`config.mk`:
```
export PLATFORM = sky130hd
export DESIGN_NAME = cu_multicycle
export DESIGN_NICKNAME = d
export VERILOG_FILES = /design/src/rtl/cu_pkg.sv /design/src/rtl/cu_out_decode.sv /design/src/rtl/cu_multicycle.sv
export SDC_FILE = /design/constraint.sdc
export NUM_CORES = 1
export LEC_CHECK = 0
export BUFFER_PORTS_ARGS = -buffer_cell sky130_fd_sc_hd__buf_2
export CAP_MARGIN = 20
export CORE_AREA = 2 2 39 41
export CTS_CLUSTER_DIAMETER = 80
export DETAILED_ROUTE_END_ITERATION = 16
export DIE_AREA = 0 0 41 43
export GPL_TIMING_DRIVEN = 0
export PLACE_DENSITY = 0.77
export SLEW_MARGIN = 20
export SYNTH_ARGS = -nofsm -noshare
export SYNTH_HDL_FRONTEND = slang
export SYNTH_SLANG_ARGS = --single-unit
```
`constraint.sdc`:
```
create_clock -name clk -period 1.8 [get_ports clk]
set_clock_uncertainty 0.2 [all_clocks]
set_input_delay 0.18 -clock clk [delete_from_list [all_inputs] [get_ports clk]]
set_output_delay 0.18 -clock clk [all_outputs]
set_load 0.05 [all_outputs]
```
`src/rtl/cu_pkg.sv`:
```
// Shared definitions for the multi-cycle MIPS control unit.
// The JUMP state and the jump-target pc_source encoding exist only when CU_JUMP_EN is defined.
package cu_pkg;

  // FSM state encoding
  typedef logic [3:0] state_t;

  localparam state_t StIdle     = 4'd0;
  localparam state_t StFetch    = 4'd1;
  localparam state_t StDecode   = 4'd2;
  localparam state_t StMemAddr  = 4'd3;
  localparam state_t StMemRead  = 4'd4;
  localparam state_t StMemWb    = 4'd5;
  localparam state_t StMemWrite = 4'd6;
  localparam state_t StExecute  = 4'd7;
  localparam state_t StRWb      = 4'd8;
  localparam state_t StAddiEx   = 4'd9;
  localparam state_t StAddiWb   = 4'd10;
  localparam state_t StBranch   = 4'd11;
`ifdef CU_JUMP_EN
  localparam state_t StJump     = 4'd12;
`endif

  // Opcodes (instruction[31:26])
  localparam logic [5:0] R_TYPE = 6'b000000;
  localparam logic [5:0] LW     = 6'b100011;
  localparam logic [5:0] SW     = 6'b101011;
  localparam logic [5:0] BEQ    = 6'b000100;
  localparam logic [5:0] ADDI   = 6'b001000;
  localparam logic [5:0] J      = 6'b000010;

  // ALU-control op
  localparam logic [1:0] ALU_ADD   = 2'b00;
  localparam logic [1:0] ALU_SUB   = 2'b01;
  localparam logic [1:0] ALU_FUNCT = 2'b10;

  // alu_src_b selects
  localparam logic [1:0] SRC_B_REG   = 2'b00;
  localparam logic [1:0] SRC_B_FOUR  = 2'b01;
  localparam logic [1:0] SRC_B_IMM   = 2'b10;
  localparam logic [1:0] SRC_B_SHIFT = 2'b11;

  // pc_source selects
  localparam logic [1:0] PC_SRC_ALU    = 2'b00;
  localparam logic [1:0] PC_SRC_ALUOUT = 2'b01;
`ifdef CU_JUMP_EN
  localparam logic [1:0] PC_SRC_JUMP   = 2'b10;
`endif

  // Control word driven towards the datapath
  typedef struct packed {
    logic       pc_write;
    logic       pc_write_cond;
    logic       ir_write;
    logic       i_or_d;
    logic       mem_read;
    logic       mem_write;
    logic       mem_to_reg;
    logic       reg_dst;
    logic       reg_write;
    logic       alu_src_a;
    logic [1:0] alu_src_b;
    logic [1:0] alu_op;
    logic [1:0] pc_source;
    logic       instr_done;
  } ctrl_t;

endpackage

```
`src/rtl/cu_out_decode.sv`:
```
// Combinational map from (state, mem_ready) to the datapath control word.
// Built with or without the JUMP state depending on CU_JUMP_EN.
module cu_out_decode
  import cu_pkg::*;
(
  input  state_t state_i,
  input  logic   mem_ready_i,
  output ctrl_t  ctrl_o
);

  // Per-state control outputs; anything not set stays 0
  always_comb begin
    ctrl_o = '0;
    case (state_i)
      StFetch: begin
        ctrl_o.mem_read  = 1'b1;
        ctrl_o.alu_src_b = SRC_B_FOUR;
        ctrl_o.alu_op    = ALU_ADD;
        ctrl_o.pc_source = PC_SRC_ALU;
        // IR load and PC+4 only once the fetch actually completes
        ctrl_o.ir_write  = mem_ready_i;
        ctrl_o.pc_write  = mem_ready_i;
      end
      StDecode: begin
        ctrl_o.alu_src_b = SRC_B_SHIFT;
        ctrl_o.alu_op    = ALU_ADD;
      end
      StMemAddr, StAddiEx: begin
        ctrl_o.alu_src_a = 1'b1;
        ctrl_o.alu_src_b = SRC_B_IMM;
        ctrl_o.alu_op    = ALU_ADD;
      end
      StMemRead: begin
        ctrl_o.mem_read = 1'b1;
        ctrl_o.i_or_d   = 1'b1;
      end
      StMemWb: begin
        ctrl_o.reg_write  = 1'b1;
        ctrl_o.mem_to_reg = 1'b1;
        ctrl_o.instr_done = 1'b1;
      end
      StMemWrite: begin
        ctrl_o.mem_write  = 1'b1;
        ctrl_o.i_or_d     = 1'b1;
        ctrl_o.instr_done = mem_ready_i;
      end
      StExecute: begin
        ctrl_o.alu_src_a = 1'b1;
        ctrl_o.alu_src_b = SRC_B_REG;
        ctrl_o.alu_op    = ALU_FUNCT;
      end
      StRWb: begin
        ctrl_o.reg_dst    = 1'b1;
        ctrl_o.reg_write  = 1'b1;
        ctrl_o.instr_done = 1'b1;
      end
      StAddiWb: begin
        ctrl_o.reg_write  = 1'b1;
        ctrl_o.instr_done = 1'b1;
      end
      StBranch: begin
        ctrl_o.alu_src_a     = 1'b1;
        ctrl_o.alu_src_b     = SRC_B_REG;
        ctrl_o.alu_op        = ALU_SUB;
        ctrl_o.pc_write_cond = 1'b1;
        ctrl_o.pc_source     = PC_SRC_ALUOUT;
        ctrl_o.instr_done    = 1'b1;
      end
`ifdef CU_JUMP_EN
      StJump: begin
        ctrl_o.pc_write   = 1'b1;
        ctrl_o.pc_source  = PC_SRC_JUMP;
        ctrl_o.instr_done = 1'b1;
      end
`endif
      default: ctrl_o = '0;
    endcase
  end

endmodule

```
`src/rtl/cu_multicycle.sv`:
```
// Multi-cycle MIPS control unit: state register, opcode dispatch and next-state logic.
// Define CU_JUMP_EN to support the j instruction; otherwise opcode 000010 is illegal.
module cu_multicycle
  import cu_pkg::*;
#(
  parameter int unsigned OPCODE_W = 6,
  parameter int unsigned ALU_OP_W = 2
) (
  input  logic                clk,
  input  logic                rst_n,
  input  logic [OPCODE_W-1:0] opcode,
  input  logic                mem_ready,
  output logic                pc_write,
  output logic                pc_write_cond,
  output logic                ir_write,
  output logic                i_or_d,
  output logic                mem_read,
  output logic                mem_write,
  output logic                mem_to_reg,
  output logic                reg_dst,
  output logic                reg_write,
  output logic                alu_src_a,
  output logic [1:0]          alu_src_b,
  output logic [ALU_OP_W-1:0] alu_op,
  output logic [1:0]          pc_source,
  output logic                instr_done,
  output logic                illegal_op
);

  state_t state_q, state_d;
  // opcode is only valid in DECODE, so remember lw vs sw for MEM_ADDR
  logic   is_store_q, is_store_d;
  ctrl_t  ctrl;

  logic op_lw, op_sw, op_r, op_addi, op_beq, op_legal;

  assign op_lw   = (opcode == OPCODE_W'(LW));
  assign op_sw   = (opcode == OPCODE_W'(SW));
  assign op_r    = (opcode == OPCODE_W'(R_TYPE));
  assign op_addi = (opcode == OPCODE_W'(ADDI));
  assign op_beq  = (opcode == OPCODE_W'(BEQ));

`ifdef CU_JUMP_EN
  logic op_j;
  assign op_j     = (opcode == OPCODE_W'(J));
  assign op_legal = op_lw | op_sw | op_r | op_addi | op_beq | op_j;
`else
  assign op_legal = op_lw | op_sw | op_r | op_addi | op_beq;
`endif

  // Next-state and store-flag capture
  always_comb begin
    state_d    = state_q;
    is_store_d = is_store_q;
    case (state_q)
      StIdle:  state_d = StFetch;
      StFetch: state_d = mem_ready ? StDecode : StFetch;
      StDecode: begin
        is_store_d = op_sw;
        state_d    = StFetch;
        if (op_lw || op_sw) state_d = StMemAddr;
        if (op_r)           state_d = StExecute;
        if (op_addi)        state_d = StAddiEx;
        if (op_beq)         state_d = StBranch;
`ifdef CU_JUMP_EN
        if (op_j)           state_d = StJump;
`endif
      end
      StMemAddr:  state_d = is_store_q ? StMemWrite : StMemRead;
      StMemRead:  state_d = mem_ready ? StMemWb : StMemRead;
      StMemWb:    state_d = StFetch;
      StMemWrite: state_d = mem_ready ? StFetch : StMemWrite;
      StExecute:  state_d = StRWb;
      StRWb:      state_d = StFetch;
      StAddiEx:   state_d = StAddiWb;
      StAddiWb:   state_d = StFetch;
      StBranch:   state_d = StFetch;
`ifdef CU_JUMP_EN
      StJump:     state_d = StFetch;
`endif
      default:    state_d = StIdle;
    endcase
  end

  // State register; reset abandons any in-flight access
  always_ff @(posedge clk or negedge rst_n) begin
    if (!rst_n) begin
      state_q    <= StIdle;
      is_store_q <= 1'b0;
    end else begin
      state_q    <= state_d;
      is_store_q <= is_store_d;
    end
  end

  cu_out_decode u_out_decode (
    .state_i     (state_q),
    .mem_ready_i (mem_ready),
    .ctrl_o      (ctrl)
  );

  // Drive the control word onto the ports
  always_comb begin
    pc_write      = ctrl.pc_write;
    pc_write_cond = ctrl.pc_write_cond;
    ir_write      = ctrl.ir_write;
    i_or_d        = ctrl.i_or_d;
    mem_read      = ctrl.mem_read;
    mem_write     = ctrl.mem_write;
    mem_to_reg    = ctrl.mem_to_reg;
    reg_dst       = ctrl.reg_dst;
    reg_write     = ctrl.reg_write;
    alu_src_a     = ctrl.alu_src_a;
    alu_src_b     = ctrl.alu_src_b;
    alu_op        = ALU_OP_W'(ctrl.alu_op);
    pc_source     = ctrl.pc_source;
    instr_done    = ctrl.instr_done;
    illegal_op    = (state_q == StDecode) && !op_legal;
  end

endmodule
```
==> After elaboration in Yosys (flattened, before gate mapping) <==
Index checks and enable logic that the tools add are counted.
{ "totals": {"mem_bits_rw": 0, "output_inout_bits": 18, "inputBits": 9, "n_memories": 0, "rom_bits": 0, "register_bits": 5, "wordCells": 54, "latchBits": 0} }
{ "op_classes": {"n_div": 0, "mul": 0, "shift": 0, "bitwise_logic": 4, "eq_ne": 15, "add_sub_neg": 0, "n_lt_le_gt_ge": 0, "mux": 21, "n_reduce_logical": 12} }
{ "ops": {"columns": ["operator", "count"], "rows": [
  ["case mux 4 bit (8 select lines)", 1],
  ["case mux 4 bit (5 select lines)", 1],
  ["equality test 4 x 3 -> 1 bit (second input constant)", 4],
  ["equality test 4 bit (second input constant)", 4],
  ["equality test 6 bit (second input constant)", 2],
  ["2-to-1 mux 4 bit", 3],
  ["2-to-1 mux 1 bit", 11],
  ["equality test 4 x 2 -> 1 bit (second input constant)", 2],
  ["OR reduction 4 bit", 2],
  ["equality test 6 x 3 -> 1 bit (second input constant)", 1],
  ["equality test 6 x 4 -> 1 bit (second input constant)", 1],
  ["zero test 6 bit", 1],
  ["2-to-1 mux 2 bit", 3],
  ["OR reduction 2 bit", 3],
  ["OR reduction 5 bit", 1],
  ["equality test 4 x 1 -> 1 bit (second input constant)", 1],
  ["zero test 4 bit", 1],
  ["OR 1 bit", 4],
  ["2-to-1 mux 3 bit", 1],
  ["OR reduction 3 bit", 1],
  ["case mux 1 bit (2 select lines)", 1],
  ["logical AND 1 bit", 1],
  ["zero test 1 bit", 1],
  ["logical OR 1 bit", 1]
]} }

==> Depth between registers and ports, before layout <==
{ "depth": {"ltp_word": 7, "mapped_depth": 4, "depth_no_buf": 3} }

==> By module <==
A second synthesis with hierarchy kept.
{ "hier_totals": {"hier_cells": 72, "hier_area_um2": 595.6} }
{ "modules_own_cells": {"columns": ["mod", "seq_area_each_um2", "cells_each", "area_each_um2", "n_inst"], "rows": [
  ["cu_multicycle", 125.1, 38, 356.6, 1],
  ["cu_out_decode", 0.0, 34, 239.0, 1]
]} }

==> Worst setup path after synthesis <==
OpenSTA, ideal clock, no wires.
{ "synth_timing": {"path_type": "reg-to-output", "startpoint": "reg state_q[3]", "endpoint": "out pc_write", "arrival_time_ps": 2633, "path_buffers": 2, "slack_ps": -1213, "stages_incl_launch_ff": 4, "t_required_ps": 1420, "cell_sequence": "dfrtp_1 -> buf_1 -> nor4_1 -> buf_4"} }
{ "synth_via": {"elab_chain_cells": 2} }
{ "synth_lines": {"columns": ["item", "line_no", "text"], "rows": [
  ["start, declared", "cu_multicycle.sv:30", "state_t state_q, state_d;"],
  ["start signal, assigned", "cu_multicycle.sv:88", "state_q <= StIdle;"],
  ["start signal, assigned", "cu_multicycle.sv:91", "state_q <= state_d;"],
  ["equality test 4 x 1 -> 1 bit", null, null],
  ["2-to-1 mux 1 bit", null, null],
  ["end, declared", "cu_multicycle.sv:13", "output logic pc_write,"]
]} }
No other way between the ends.

==> Worst setup path in the final report <==
{ "layout_timing": {"startpoint": "reg state_q[3]", "endpoint": "out illegal_op"} }
{ "layout_via": {"elab_chain_cells": 2} }
{ "layout_lines": {"columns": ["item", "line_no", "text"], "rows": [
  ["equality test 4 x 2 -> 1 bit", "cu_multicycle.sv:118", "illegal_op = (state_q == StDecode) && !op_legal;"],
  ["logical AND 1 bit", "cu_multicycle.sv:118", null],
  ["end, declared", "cu_multicycle.sv:27", "output logic illegal_op"]
]} }
No other way between the ends.

==> results_dict.tcl <==
set metrics [dict create \
    vias_per_cell 5.24 \
    yosys-top-cells-count "nor2_1, dfrtp_1, nand2b_1, a21oi_1, nor3_1" \
    n_antenna_cell 0 \
    grt_first_pass_wirelength_mm 2.27 \
    cp-start-kind "flip-flop" \
    layout_setup_ws_ns -0.112 \
    num_vias 613 \
    synth_fp_nets 77 \
    wl_per_cell_um 12.4 \
    clk-insertion-delay-late_ns 0.25 \
    core-area_um2 1380 \
    worstPathMaxFanout 5 \
    wl_mm 1.45 \
    firstDrtPassIters 4 \
    power.density_nw_per_um2 1970 \
    yosysUniqueCellTypes 34 \
    row_count 14 \
    ys_async_sr_fraction 1.00 \
    hp-class "input port to asynchronous set/reset pin" \
    synth_area_um2 505 \
    synth_edf_count 0 \
    root_buffer "clkbuf_4" \
    maxSlewViolCount 0 \
    clk_pin_slew_worst_paths_ns 0.05 \
    cts_max_path_buffers 2 \
    place.gp.congestion 0.757 \
    synth_largest_area_cell "dfrtp_1" \
    clock-sinks 5 \
    cap_violations 0 \
    min_period_ns 1.91 \
    finalSetupViolations 2 \
    hpwl_mm 1.03 \
    cts_buffers 3 \
    synth_seq_cells 5 \
    final_layout_size_suffix_gt1_frac 0.554 \
    p_leak_nw 0.396 \
    synth-seq-area-share 0.248 \
    grt.total_usage 0.193 \
    antenna_found_initial 0 \
    grt_overflow 0 \
    final_net_count 111 \
    fmax_ghz 0.523 \
    yosysWarnings 0 \
    peakVddDrop_mv 0.688 \
    grt_pass1_vias 562 \
    grt_start_max_net_pins 11 \
    die_y_um 43 \
    area_delta_synth_final_pct 71.0 \
    drcViolationCount 0 \
    hold_violations 0 \
    yosysMostFrequentCell "nor2_1" \
    dieArea_um2 1760 \
    synth_area_leaders "dfrtp_1, nor2_1, nand2b_1" \
    final_antenna_net_count 0 \
    portBuffers 25 \
    die_w_um 41 \
    avgSynthCellArea_um2 7.43 \
    status "complete, but fails checks" \
    violations "setup timing" \
    cp.arrival_ns 1.53 \
    htree_levels 1 \
    path_class "flip-flop to primary output" \
    required_ns 1.42 \
    cts_tree "yes" \
    drt_iter0_markers 8 \
    post-route-util 0.625 \
    pre_cts_ws_ns -0.0295 \
    rsz0062_at_grt "true" \
    yosysTopAreaCellShare 0.248 \
    synthCells 68 \
    start_util 0.365 \
    ys.flop_type "dfrtp_1" \
    ios 27 \
    timing.hold.ws_ns 0.0687 \
    endpoint_kind "primary output" \
    fin_crit_sh 1.06 \
]
==> worst max-delay path: stages (launching register included) <==
cell	delay, ns
dfrtp_1	0.40
or4b_4	0.57
nor3_4	0.13
buf_6	0.18
==> kinds of logic (layout without fill, tap and decap cells) <==
logic type,Yosys count,after routing,synth area share
buffers and inverters,9,42,0.0940
and+or+nand+nor,33,33,0.369
AOI/OAI and AO/OA,17,17,0.228
muxes,1,1,0.0198
xor gates and xnor gates,2,2,0.0347
other,1,1,0.00742
DFF,5,5,0.248
==> where the power goes <==
group	internal (mW)	leakage, nW	switching [mW]
Sequential	0.152	0.0642	0.0439
Combinational	0.492	0.317	0.878
Clock	0.0841	0.0150	0.0500
Total	0.728	0.396	0.972
==> placed cells by master (no fill, tap or decap), drive strengths merged, types with 2 or more instances in the layout <==
cell type  netlist  layout
a21oi            4       4
buf              6      32
clkbuf           1       7
dfrtp            5       5
inv              2       2
nand2            3       3
nand2b           5       5
nor2            12      12
nor3             5       5
o21a             2       2
o21ai            2       2
or4              2       2
xnor2            2       2
==> per-stage QoR <==
stage          instances  cell area (µm²)  setup TNS, ns  power [mW]
2_1_floorplan         68              578         -0.427        1.14
3_3_place_gp         109              723       -0.00587        1.33
3_5_place_dp         109              723        -0.0295        1.35
4_1_cts              115              812         -0.290        1.59
5_1_grt              117              865         -0.631        1.81
6_report             117              865         -0.172        1.70
==> state kept, by name, summed over array words and instances (netlist names) <==
register and count:
state_q 4, is_store_q 1
==> repair_timing <==
item,in CTS,in global routing
hold buffers,1,0
cloned,0,1
setup buffers,1,1
endpoints found under the hold margin,5,0
setup endpoints to repair,14,16
pin swaps,1,0
gates resized for setup,17,17
==> worst paths after layout <==
path / cells past startpoint / startpoint / slack (ns) / end
hold reg to reg: 1 / is_store_q$_DFFE_PN0P_ / 0.32 / is_store_q$_DFFE_PN0P_
setup reg to reg: 4 / state_q[3]$_DFF_PN0_ / 0.06 / state_q[1]$_DFF_PN0_
min in group clk: 3 / opcode[2] / 0.08 / state_q[2]$_DFF_PN0_
max in group asynchronous: 2 / rst_n / 1.19 / state_q[0]$_DFF_PN0_
hold / removal: 2 / rst_n / 0.07 / state_q[1]$_DFF_PN0_
setup / recovery: 3 / state_q[3]$_DFF_PN0_ / -0.11 / illegal_op
==> per-layer routing <==
layer  wire, µm  up-vias  share of wire  track usage
li1           -      309              -            -
met1        588      272           0.41        0.221
met2        745       28           0.51        0.309
met3         76        4          0.053       0.0209
met4         36        0          0.025        0.140
met5          0        -              0            0
==> area by class of cell <==
cell class                 instances  area (µm²)
tap                               16        20.0
inverter                           2        7.51
multi-input combinational         54         420
timing repair buffer              29         206
fill                             125         519
buffer                             7        57.6
clock buffer                       4        26.3
sequential                         5         126
(Power assumes the default switching activity.)
